==> src/rtl/mlp_pow2_pkg.sv <==
// Shared definitions for the sequential power-of-two-weight MLP classifier:
// weight-code field layout, FSM states and the shift/add term decoder.
package mlp_pow2_pkg;

  localparam int WCODE_W  = 5;
  localparam int WEN_BIT  = 4;
  localparam int WNEG_BIT = 3;
  localparam int WK_LSB   = 0;
  localparam int WK_W     = 3;

  // Operands wider than OPND_W are not supported; TERM_W leaves room for a 2^7 shift.
  localparam int OPND_W = 32;
  localparam int TERM_W = 40;

  typedef logic [WCODE_W-1:0] wcode_t;

  typedef enum logic [1:0] {
    ST_IDLE,
    ST_L0,
    ST_L1,
    ST_DONE
  } state_t;

  function automatic logic signed [TERM_W-1:0] pow2_term(input wcode_t code,
                                                         input logic [OPND_W-1:0] operand);
    logic [TERM_W-1:0] mag;
    mag = {{(TERM_W-OPND_W){1'b0}}, operand} << code[WK_LSB +: WK_W];
    if (!code[WEN_BIT]) return '0;
    return code[WNEG_BIT] ? -$signed(mag) : $signed(mag);
  endfunction

endpackage

==> src/rtl/mlp_pow2_mac.sv <==
// Single shift/add/sub accumulator shared by both layers, with bias load on the
// first term and a QReLU (hidden) or ReLU (output) view of the running sum.
module mlp_pow2_mac
  import mlp_pow2_pkg::*;
#(
  parameter int OP_W  = 8,
  parameter int ACC_W = 18,
  parameter int HID_W = 8
) (
  input  logic             clk,
  input  logic             rst_n,
  input  logic             en,
  input  logic             load,
  input  logic [OP_W-1:0]  operand,
  input  wcode_t           code,
  input  logic [ACC_W-1:0] bias,
  input  logic             qrelu_sel,
  output logic [ACC_W-1:0] act
);

  logic [ACC_W-1:0]         acc;
  logic [ACC_W-1:0]         base;
  logic [ACC_W:0]           sum_ext;
  logic signed [TERM_W-1:0] term;
  logic                     term_fits;
  logic                     sum_ovf;

  assign term      = pow2_term(code, OPND_W'(operand));
  assign base      = load ? bias : acc;
  assign sum_ext   = {base[ACC_W-1], base} + {term[ACC_W-1], term[ACC_W-1:0]};
  assign sum_ovf   = sum_ext[ACC_W] ^ sum_ext[ACC_W-1];
  assign term_fits = (term[TERM_W-1:ACC_W-1] == '0) || (&term[TERM_W-1:ACC_W-1]);

  // NOTE: state registers use non-blocking assignments so every flop samples pre-edge values.
  always_ff @(posedge clk or negedge rst_n) begin
    if (!rst_n) begin
      acc <= '0;
    end else if (en) begin
      acc <= sum_ext[ACC_W-1:0];
    end
  end

  // NOTE: act gets a default before any branch so no path leaves it unassigned (no latch).
  always_comb begin
    act = acc;
    if (acc[ACC_W-1]) begin
      act = '0;
    end else if (qrelu_sel && (|acc[ACC_W-2:HID_W])) begin
      act = ACC_W'({HID_W{1'b1}});
    end else if (qrelu_sel) begin
      act = ACC_W'(acc[HID_W-1:0]);
    end
  end

  // The integrator sizes ACC_W so the wrapping sum never actually wraps.
  assert property (@(posedge clk) disable iff (!rst_n) en |-> (term_fits && !sum_ovf));

endmodule

==> src/rtl/mlp_pow2_seq_classifier.sv <==
// Sequential 2-layer power-of-two MLP classifier: one MAC term per cycle,
// folded argmax over an optionally masked score, valid/ready on both sides.
module mlp_pow2_seq_classifier
  import mlp_pow2_pkg::*;
#(
  parameter int N_IN  = 4,
  parameter int IN_W  = 4,
  parameter int N_HID = 3,
  parameter int N_OUT = 3,
  parameter int HID_W = 8,
  parameter int ACC_W = 18,
  parameter logic [N_HID*N_IN*WCODE_W-1:0]  W0 = '0,
  parameter logic [N_HID*ACC_W-1:0]         B0 = '0,
  parameter logic [N_OUT*N_HID*WCODE_W-1:0] W1 = '0,
  parameter logic [N_OUT*ACC_W-1:0]         B1 = '0,
  parameter logic [ACC_W-1:0]               ARGMAX_MASK = '1,
  parameter int IDX_W = (N_OUT > 1) ? $clog2(N_OUT) : 1
) (
  input  logic                 clk,
  input  logic                 rst_n,
  input  logic                 in_valid,
  output logic                 in_ready,
  input  logic [N_IN*IN_W-1:0] inp,
  output logic                 out_valid,
  input  logic                 out_ready,
  output logic [IDX_W-1:0]     out,
  output logic [ACC_W-1:0]     out_score,
  output logic                 busy
);

  localparam int OP_W  = (IN_W > HID_W) ? IN_W : HID_W;
  localparam int MAXN0 = (N_IN > N_HID) ? N_IN : N_HID;
  localparam int MAXN  = (MAXN0 > N_OUT) ? MAXN0 : N_OUT;
  localparam int CNT_W = $clog2(MAXN + 1);

  state_t               state;
  logic [CNT_W-1:0]     term_idx;
  logic [CNT_W-1:0]     unit_idx;
  logic [N_IN*IN_W-1:0] x_reg;
  logic [HID_W-1:0]     h_reg [N_HID];
  logic [IDX_W-1:0]     best_idx;
  logic [ACC_W-1:0]     best_score;

  logic [OP_W-1:0]  operand;
  wcode_t           code;
  logic [ACC_W-1:0] bias;
  logic [ACC_W-1:0] mac_act;
  logic             mac_en;
  logic             take_new;
  logic [IDX_W-1:0] new_idx;
  logic [ACC_W-1:0] new_score;

  // Operand/weight/bias mux: neuron (or class) unit_idx, term term_idx.
  always_comb begin
    operand = '0;
    code    = '0;
    bias    = '0;
    if (state == ST_L0) begin
      for (int i = 0; i < N_IN; i++)
        if (term_idx == CNT_W'(i)) operand = OP_W'(x_reg[i*IN_W +: IN_W]);
      for (int h = 0; h < N_HID; h++) begin
        if (unit_idx == CNT_W'(h)) bias = B0[h*ACC_W +: ACC_W];
        for (int i = 0; i < N_IN; i++)
          if (unit_idx == CNT_W'(h) && term_idx == CNT_W'(i))
            code = W0[(h*N_IN+i)*WCODE_W +: WCODE_W];
      end
    end else if (state == ST_L1) begin
      for (int h = 0; h < N_HID; h++)
        if (term_idx == CNT_W'(h)) operand = OP_W'(h_reg[h]);
      for (int c = 0; c < N_OUT; c++) begin
        if (unit_idx == CNT_W'(c)) bias = B1[c*ACC_W +: ACC_W];
        for (int h = 0; h < N_HID; h++)
          if (unit_idx == CNT_W'(c) && term_idx == CNT_W'(h))
            code = W1[(c*N_HID+h)*WCODE_W +: WCODE_W];
      end
    end
  end

  assign mac_en = ((state == ST_L0) && (term_idx != CNT_W'(N_IN))) ||
                  ((state == ST_L1) && (term_idx != CNT_W'(N_HID)));

  mlp_pow2_mac #(
    .OP_W (OP_W),
    .ACC_W(ACC_W),
    .HID_W(HID_W)
  ) u_mac (
    .clk      (clk),
    .rst_n    (rst_n),
    .en       (mac_en),
    .load     (term_idx == '0),
    .operand  (operand),
    .code     (code),
    .bias     (bias),
    .qrelu_sel(state == ST_L0),
    .act      (mac_act)
  );

  // Strict compare keeps the lower class index on (masked) ties.
  assign take_new  = (unit_idx == '0) ||
                     ((mac_act & ARGMAX_MASK) > (best_score & ARGMAX_MASK));
  assign new_idx   = take_new ? IDX_W'(unit_idx) : best_idx;
  assign new_score = take_new ? mac_act : best_score;

  always_ff @(posedge clk or negedge rst_n) begin
    if (!rst_n) begin
      state      <= ST_IDLE;
      term_idx   <= '0;
      unit_idx   <= '0;
      x_reg      <= '0;
      best_idx   <= '0;
      best_score <= '0;
      in_ready   <= 1'b0;
      out_valid  <= 1'b0;
      out        <= '0;
      out_score  <= '0;
      busy       <= 1'b0;
      // NOTE: the hidden register array is tiny and must read as zero after reset, so it is reset per entry.
      for (int h = 0; h < N_HID; h++) h_reg[h] <= '0;
    end else begin
      case (state)
        ST_IDLE: begin
          in_ready <= 1'b1;
          if (in_valid && in_ready) begin
            x_reg    <= inp;
            term_idx <= '0;
            unit_idx <= '0;
            in_ready <= 1'b0;
            busy     <= 1'b1;
            state    <= ST_L0;
          end
        end
        ST_L0: begin
          if (term_idx == CNT_W'(N_IN)) begin
            for (int h = 0; h < N_HID; h++)
              if (unit_idx == CNT_W'(h)) h_reg[h] <= mac_act[HID_W-1:0];
            term_idx <= '0;
            if (unit_idx == CNT_W'(N_HID - 1)) begin
              unit_idx <= '0;
              state    <= ST_L1;
            end else begin
              unit_idx <= unit_idx + CNT_W'(1);
            end
          end else begin
            term_idx <= term_idx + CNT_W'(1);
          end
        end
        ST_L1: begin
          if (term_idx == CNT_W'(N_HID)) begin
            best_idx   <= new_idx;
            best_score <= new_score;
            term_idx   <= '0;
            if (unit_idx == CNT_W'(N_OUT - 1)) begin
              unit_idx  <= '0;
              out       <= new_idx;
              out_score <= new_score;
              out_valid <= 1'b1;
              state     <= ST_DONE;
            end else begin
              unit_idx <= unit_idx + CNT_W'(1);
            end
          end else begin
            term_idx <= term_idx + CNT_W'(1);
          end
        end
        ST_DONE: begin
          if (out_ready) begin
            out_valid <= 1'b0;
            busy      <= 1'b0;
            in_ready  <= 1'b1;
            state     <= ST_IDLE;
          end
        end
        default: state <= ST_IDLE;
      endcase
    end
  end

endmodule

==> config.mk <==
export PLATFORM = sky130hd
export DESIGN_NAME = mlp_pow2_seq_classifier
export DESIGN_NICKNAME = d
export VERILOG_FILES = /design/src/rtl/mlp_pow2_pkg.sv /design/src/rtl/mlp_pow2_mac.sv /design/src/rtl/mlp_pow2_seq_classifier.sv
export SDC_FILE = /design/constraint.sdc
export NUM_CORES = 1
export LEC_CHECK = 0
export CAP_MARGIN = 20
export CORE_MARGIN = 5
export CORE_UTILIZATION = 50
export DETAILED_ROUTE_END_ITERATION = 10
export PLACE_DENSITY = 0.78
export SYNTH_ARGS = -nofsm -noshare
export SYNTH_HDL_FRONTEND = slang
export SYNTH_SLANG_ARGS = --single-unit
==> constraint.sdc <==
create_clock -name clk -period 2.2 [get_ports clk]
set_clock_uncertainty 0.05 [all_clocks]
set_input_delay 0.44 -clock clk [delete_from_list [all_inputs] [get_ports clk]]
set_output_delay 0.44 -clock clk [all_outputs]
set_load 0.02 [all_outputs]
==> metrics.md, run 1 <==
| Metric | Value |
|---|---|
| Outcome | finished with violations |
| Violated checks | negative hold slack |
| Synth top area share | 0.603 |
| Largest net degree at the start of global routing | 22 |
| CP Launch Type | register |
| Most common cell in the synthesized netlist | dfrtp_1 |
| Drt wl/cell | 14.7 um |
| Clk buf depth | 2 |
| Slew HR | 0.720 |
| Clock latency on the worst-skew pair | 0.31 ns |
| Max H-tree Level | 2 |
| Crit-path leading delay family | simple AND/OR/NAND/NOR gates |
| Period minus WS final | 1.85 ns |
| DRT Pass-1 Iters | 3 |
| Synthesized cell area | 2120 sq um |
| Hold Crit Class | input port to async pin |
| Cell area after layout | 2520 sq um |
| Syn_nets | 188 |
| Final RePlAce weighted congestion | 0.825 |
| Setup TNS Final | 0 ns |
| HPWL Detailed | 2.60 mm |
| Post-synth top cells | dfrtp_1, and2_1, mux2_1, ha_1, inv_1 |
| Final hold violations | 4 |
| Ys flop type | dfrtp_1 |
| Final period utilization | 0.839 |
| CTS tree | yes |
| Initial antenna violation count | 0 |
| Die area | 5630 sq um |
| Async set-or-reset flop fraction in the synthesized netlist | 1.00 |
| R2R Setup Slk | 0.35 ns |
| Final-stage net count | 220 |
| Worst vdd ir | 876 uV |
| Antenna Nets Post-Route | 0 |
| Placed Area | 2430 sq um |
| Req. time, crit path | 2.35 ns |
| All-Layer GR Usage | 0.148 |
| Starting Density | 0.521 |
| Port Buffer Count | 26 |
| Total chip power | 2.37 mW |
| CP endpoint kind | register |
| Number of top-level pins | 43 |
| Worst Hold Margin | -0.000510 ns |
| Synth warn | 0 |
| Worst-Margin Slew | 0.420 ns |
| Core area | 4060 sq um |
| Max Cap Violations | 0 |
| RSZ-0062 raised after global routing | no |
| LEAKAGE | 1.27 nW |
| Root Buffer | clkbuf_8 |
| Postcts setup bufs | 0 |
| DRC viols | 0 |
| Worst path slowest cell | dfrtp_1 |
| Synth Area per Inst | 13.3 sq um |
| ANT cells | 0 |
| Filler cells | 308 |
| Synth area leader | dfrtp_1 |
| Post-Layout Cell Count | 242 |
| Placed insts | 234 |
| Final setup viols | 0 |
| Vias in the first global route | 1342 |
| Die W | 75.1 um |
| Max-slew violation count | 0 |
| R2R Path Start | state[0] |
| Max incr delay on CP | 0.41 ns |
| Reg-to-Reg End | state[1] |
| Critical Path AT | 2.00 ns |
| Die extent in y | 75.1 um |
| WS Path Type | register to register |
| Buffers plus inverters on the worst setup path | 1 |
| Critical path fanouts, max | 6 |
| PD cells | 939 nW/um^2 |
| EDFF count, synth | 0 |
| First-pass GRT wire length | 6.27 mm |
| GR Overflow Total | 0 |
| Vias per std cell | 5.23 |
| # hold bufs at CTS | 0 |
| Worst slack, placed | 0.254 ns |
| Synth Register Bits | 51 |
| TritonCTS buffer count | 5 |
| Clock sinks | 51 |
| Yosys cell types | 36 |
| Reg clk slew, reported paths | 0.10 ns |
| # rows | 23 |
| Iteration-0 DRC Markers | 37 |
| Mapped Cells | 159 |
| Post-CTS sizing | 0 |
| WL final | 3.56 mm |
| Top cells by area, synth | dfrtp_1, mux2_1, and2_1, ha_1, inv_1 |
| R2R cell count | 6 |
| Area grow syn2layout | 19.3% |
| Worst setup margin | 0.354 ns |
| Crit-path cells | inv_1, ha_1, and2b_1, nor2_1, and3_4, mux2_4 |
| Layout cells sized above 1 | 0.104 |
| DR vias | 1265 |
| Post-synthesis sequential area ratio | 0.603 |
| Max Freq | 542 MHz |
==> worst reg2reg max path, delay by kind of cell (launching register included) <==
kind	cells	cell delay [ns]
simple gates	3	0.59
flops	1	0.41
mux	1	0.29
fa+ha+maj	1	0.30
buf+inv	1	0.10
==> layout by cell type, fill, tap and decap left out, types with 5 or more instances in the layout <==
cell,count
clkbuf_8,5
ha_1,9
nor2_1,5
and2_1,19
clkdlybuf4s50_1,25
o21ai_1,5
nand2_1,7
dfrtp_1,51
inv_1,9
mux2_1,19
==> where the power goes <==
part | total [mW] | internal [mW] | switching (mW)
combinational | 0.725 | 0.320 | 0.404
sequential | 1.09 | 1.02 | 0.0761
clock | 0.551 | 0.228 | 0.323
==> how the worst max path moves through the flow <==
stage,from,to,slack [ns],cells after the start
after floorplan,state[0],state[1],0.53,6
after global routing,state[0],unit_idx[2],0.25,6
final,state[0],state[1],0.35,6
after global placement,in_valid,unit_idx[2],0.31,5
after CTS,state[0],out[0],0.36,6
after detailed placement,in_valid,unit_idx[2],0.25,5
==> routing by layer <==
layer	routed length, um	track usage
met3	179	0.0334
met2	1750	0.240
met1	1580	0.190
met5	0	0
met4	56	0.0652
==> stage by stage <==
step,hold slack [ns],utilization
2_1_floorplan,0.0944,-
3_3_place_gp,0.328,0.599
3_5_place_dp,0.353,0.599
4_1_cts,0.0158,0.622
5_1_grt,0.0305,0.622
6_report,-0.000510,0.622
==> cell families (layout without fill, tap and decap cells) <==
group                      count (synthesis)  count (layout)  synth area share
adders and majority gates                  9               9            0.0532
DFF                                       51              51             0.603
and+or+nand+nor                           43              43             0.126
buffers and inverters                     13              46            0.0337
muxes                                     22              22             0.118
AOI/OAI and AO/OA                         21              21            0.0656
==> cell type report <==
type | instances | area [sq um] | area share
sequential | 51 | 1280 | 0.506
multi-input combinational | 95 | 768 | 0.304
timing repair buffer | 29 | 290 | 0.115
clock buffer | 5 | 68.8 | 0.0273
tap | 50 | 62.6 | 0.0248
inverter | 9 | 33.8 | 0.0134
clock inverter | 3 | 23.8 | 0.00942
==> registers in the layout, summed over array words and instances, names as in the netlist <==
signal	count
busy	1
best_idx	2
out	2
out_score	18
state	2
out_valid	1
term_idx	3
best_score	18
in_ready	1
unit_idx	3
(Power assumes the default switching activity.)
==> run 2: changes to the inputs <==
--- a/config.mk
+++ b/config.mk
@@ -7,9 +7,9 @@
 export LEC_CHECK = 0
 export CAP_MARGIN = 20
 export CORE_MARGIN = 5
-export CORE_UTILIZATION = 50
+export CORE_UTILIZATION = 45
 export DETAILED_ROUTE_END_ITERATION = 10
-export PLACE_DENSITY = 0.78
+export PLACE_DENSITY = 0.74
 export SYNTH_ARGS = -nofsm -noshare
 export SYNTH_HDL_FRONTEND = slang
 export SYNTH_SLANG_ARGS = --single-unit
==> constraint.sdc (replaced) <==
create_clock -name clk -period 1.6 [get_ports clk]
set_clock_uncertainty 0.05 [all_clocks]
set_input_delay 0.32 -clock clk [delete_from_list [all_inputs] [get_ports clk]]
set_output_delay 0.32 -clock clk [all_outputs]
set_load 0.02 [all_outputs]
==> run 2 against run 1 <==
The flow finishes with violations (negative setup slack). First-iteration DRC count rose by 110%. Non-clock buffer count grew 18. Global-route usage is 0.78 points lower. Utilization down 3.6 points. Clock power up 55%. Setup slack lost 0.49 ns. Sequential cell count unchanged. Routed wire length up 8.3%. Largest cell class unchanged. Largest power group unchanged.
==> metrics.md, run 2 (synthesis results as in run 1) <==
| Metric | Value |
|---|---|
| Violated checks | negative setup slack |
| Number of top-level pins | 43 |
| Worst vdd ir | 743 uV |
| CP Launch Type | register |
| PD cells | 1370 nW/um^2 |
| Biggest regs | best_score: 18 flops, out_score: 18 flops |
| DRT Pass-1 Iters | 4 |
| Final-stage net count | 238 |
| Root Buffer | clkbuf_8 |
| All-Layer GR Usage | 0.140 |
| Placed insts | 253 |
| Clock sinks | 51 |
| Final setup viols | 44 |
| Final Util | 0.586 |
| Filler cells | 389 |
| Slew HR | 0.659 |
| RSZ-0062 raised after global routing | yes |
| HPWL Detailed | 2.81 mm |
| DR vias | 1366 |
| ANT cells | 0 |
| First-pass GRT wire length | 6.84 mm |
| Final period utilization | 1.08 |
| Starting Density | 0.457 |
| Vias in the first global route | 1446 |
| Final hold violations | 0 |
| GR Overflow Total | 0 |
| Hold path depth | 1 |
| Hold Crit Class | register to register |
| Period minus WS final | 1.73 ns |
| Initial antenna violation count | 0 |
| Iteration-0 DRC Markers | 78 |
| Max Freq | 577 MHz |
| Max-slew violation count | 0 |
| Comb power frac | 0.370 |
| WS Path Type | register to register |
| Worst setup margin | -0.133 ns |
| Die extent in y | 78.6 um |
| Outcome | finished with violations |
| Vias per std cell | 5.19 |
| Clock latency on the worst-skew pair | 0.29 ns |
| Most common cell after layout, fill and taps aside | dfrtp_1 |
| Port Buffer Count | 26 |
| Area grow syn2layout | 28.3% |
| Total chip power | 3.72 mW |
| Clock power frac | 0.229 |
| TritonCTS buffer count | 5 |
| CP Launch Point | term_idx[0] |
| WL final | 3.85 mm |
| Clk buf depth | 2 |
| R2R cell count | 6 |
| Post-Layout Cell Count | 263 |
| Placed Area | 2570 sq um |
| Largest net degree at the start of global routing | 31 |
| Critical Path AT | 1.86 ns |
| Die W | 78.6 um |
| Req. time, crit path | 1.73 ns |
| Switch share | 0.316 |
| Critical path fanouts, max | 4 |
| Most frequent cells in the layout | dfrtp_1, dlygate4sd2_1, mux2_1, and2_1, buf_4 |
| Die area | 6170 sq um |
| Layout cells sized above 1 | 0.206 |
| Antenna Nets Post-Route | 0 |
| Core area | 4630 sq um |
| Max Cap Violations | 0 |
| LEAKAGE | 1.47 nW |
| R2R Setup Slk | -0.13 ns |
| DRC viols | 0 |
| Worst-Margin Slew | 0.511 ns |
| CP Capture Point | unit_idx[2] |
| Drt wl/cell | 14.6 um |
| Cell area after layout | 2710 sq um |
| CTS tree | yes |
| Worst slack, placed | -0.190 ns |
| # rows | 25 |
| Psw | 1.18 mW |
| P_int | 2.55 mW |
| Reg-to-Reg End | unit_idx[2] |
| Worst Hold Margin | 0.432 ns |
| R2R Path Start | term_idx[0] |
| Reg clk slew, reported paths | 0.08 ns |
| Sequential share of power | 0.401 |
| Max H-tree Level | 2 |
| Setup TNS Final | -3.49 ns |
| CP endpoint kind | register |
| Final RePlAce weighted congestion | 0.820 |
-- run 2: changes by cell type in the layout (fill, tap and decap cells not counted), moves of 3 or more --
| cell | previous run | this run |
|---|---|---|
| ha_2 | 0 | 3 |
| dlygate4sd2_1 | 0 | 23 |
| ha_1 | 9 | 5 |
| buf_4 | 2 | 17 |
| clkdlybuf4s50_1 | 25 | 2 |
-- run 2: area by class of cell --
type                       count  area [sq um]  area share
sequential                    51          1280       0.470
multi-input combinational     95           815       0.300
timing repair buffer          47           415       0.153
clock buffer                   5          68.8      0.0254
tap                           54          67.6      0.0249
clock inverter                 2          37.5      0.0138
inverter                       9          33.8      0.0124
-- run 2: power by group through the flow --
stage / sequential [mW] / clock, mW / combinational [mW]
2_1_floorplan: 1.54 / 0 / 0.713
6_report: 1.49 / 0.852 / 1.38
5_1_grt: 1.51 / 0.934 / 1.52
4_1_cts: 1.49 / 0.881 / 1.34
3_3_place_gp: 1.51 / 0 / 1.19
3_5_place_dp: 1.52 / 0 / 1.26
-- run 2: routing by layer --
| metal | GRT usage | routed length, um | vias to the layer above |
|---|---|---|---|
| met4 | 0.0420 | 50 | 0 |
| li1 | - | - | 634 |
| met5 | 0 | 0 | - |
| met3 | 0.0310 | 140 | 6 |
| met2 | 0.247 | 1930 | 29 |
| met1 | 0.170 | 1730 | 697 |
-- run 2: critical path: stages, from the launching register on --
cell and delay (ns):
dfrtp_1 0.38, ha_2 0.22, ha_4 0.15, and2b_1 0.21, a2111o_1 0.36, o21ai_1 0.16, o21ai_1 0.08
-- run 2: worst min path at each step --
| stage | from | end | slack [ns] |
|---|---|---|---|
| floorplan | rst_n | best_idx[0] | -0.03 |
| global placement | rst_n | out_score[7] | 0.26 |
| detailed placement | rst_n | out_score[7] | 0.28 |
| CTS | out[1] | out[1] | 0.44 |
| global route | out_score[11] | out_score[11] | 0.46 |
| finish | out[1] | out[1] | 0.43 |
-- run 2: repair_timing --
action / CTS / global route
buffers inserted: 2 / 0
gates resized for setup: 31 / 2
hold endpoints to repair: 21 / 0
cloned: 0 / 0
endpoints found under the setup margin: 71 / 48
hold buffers: 1 / 0
pin swaps: 2 / 1
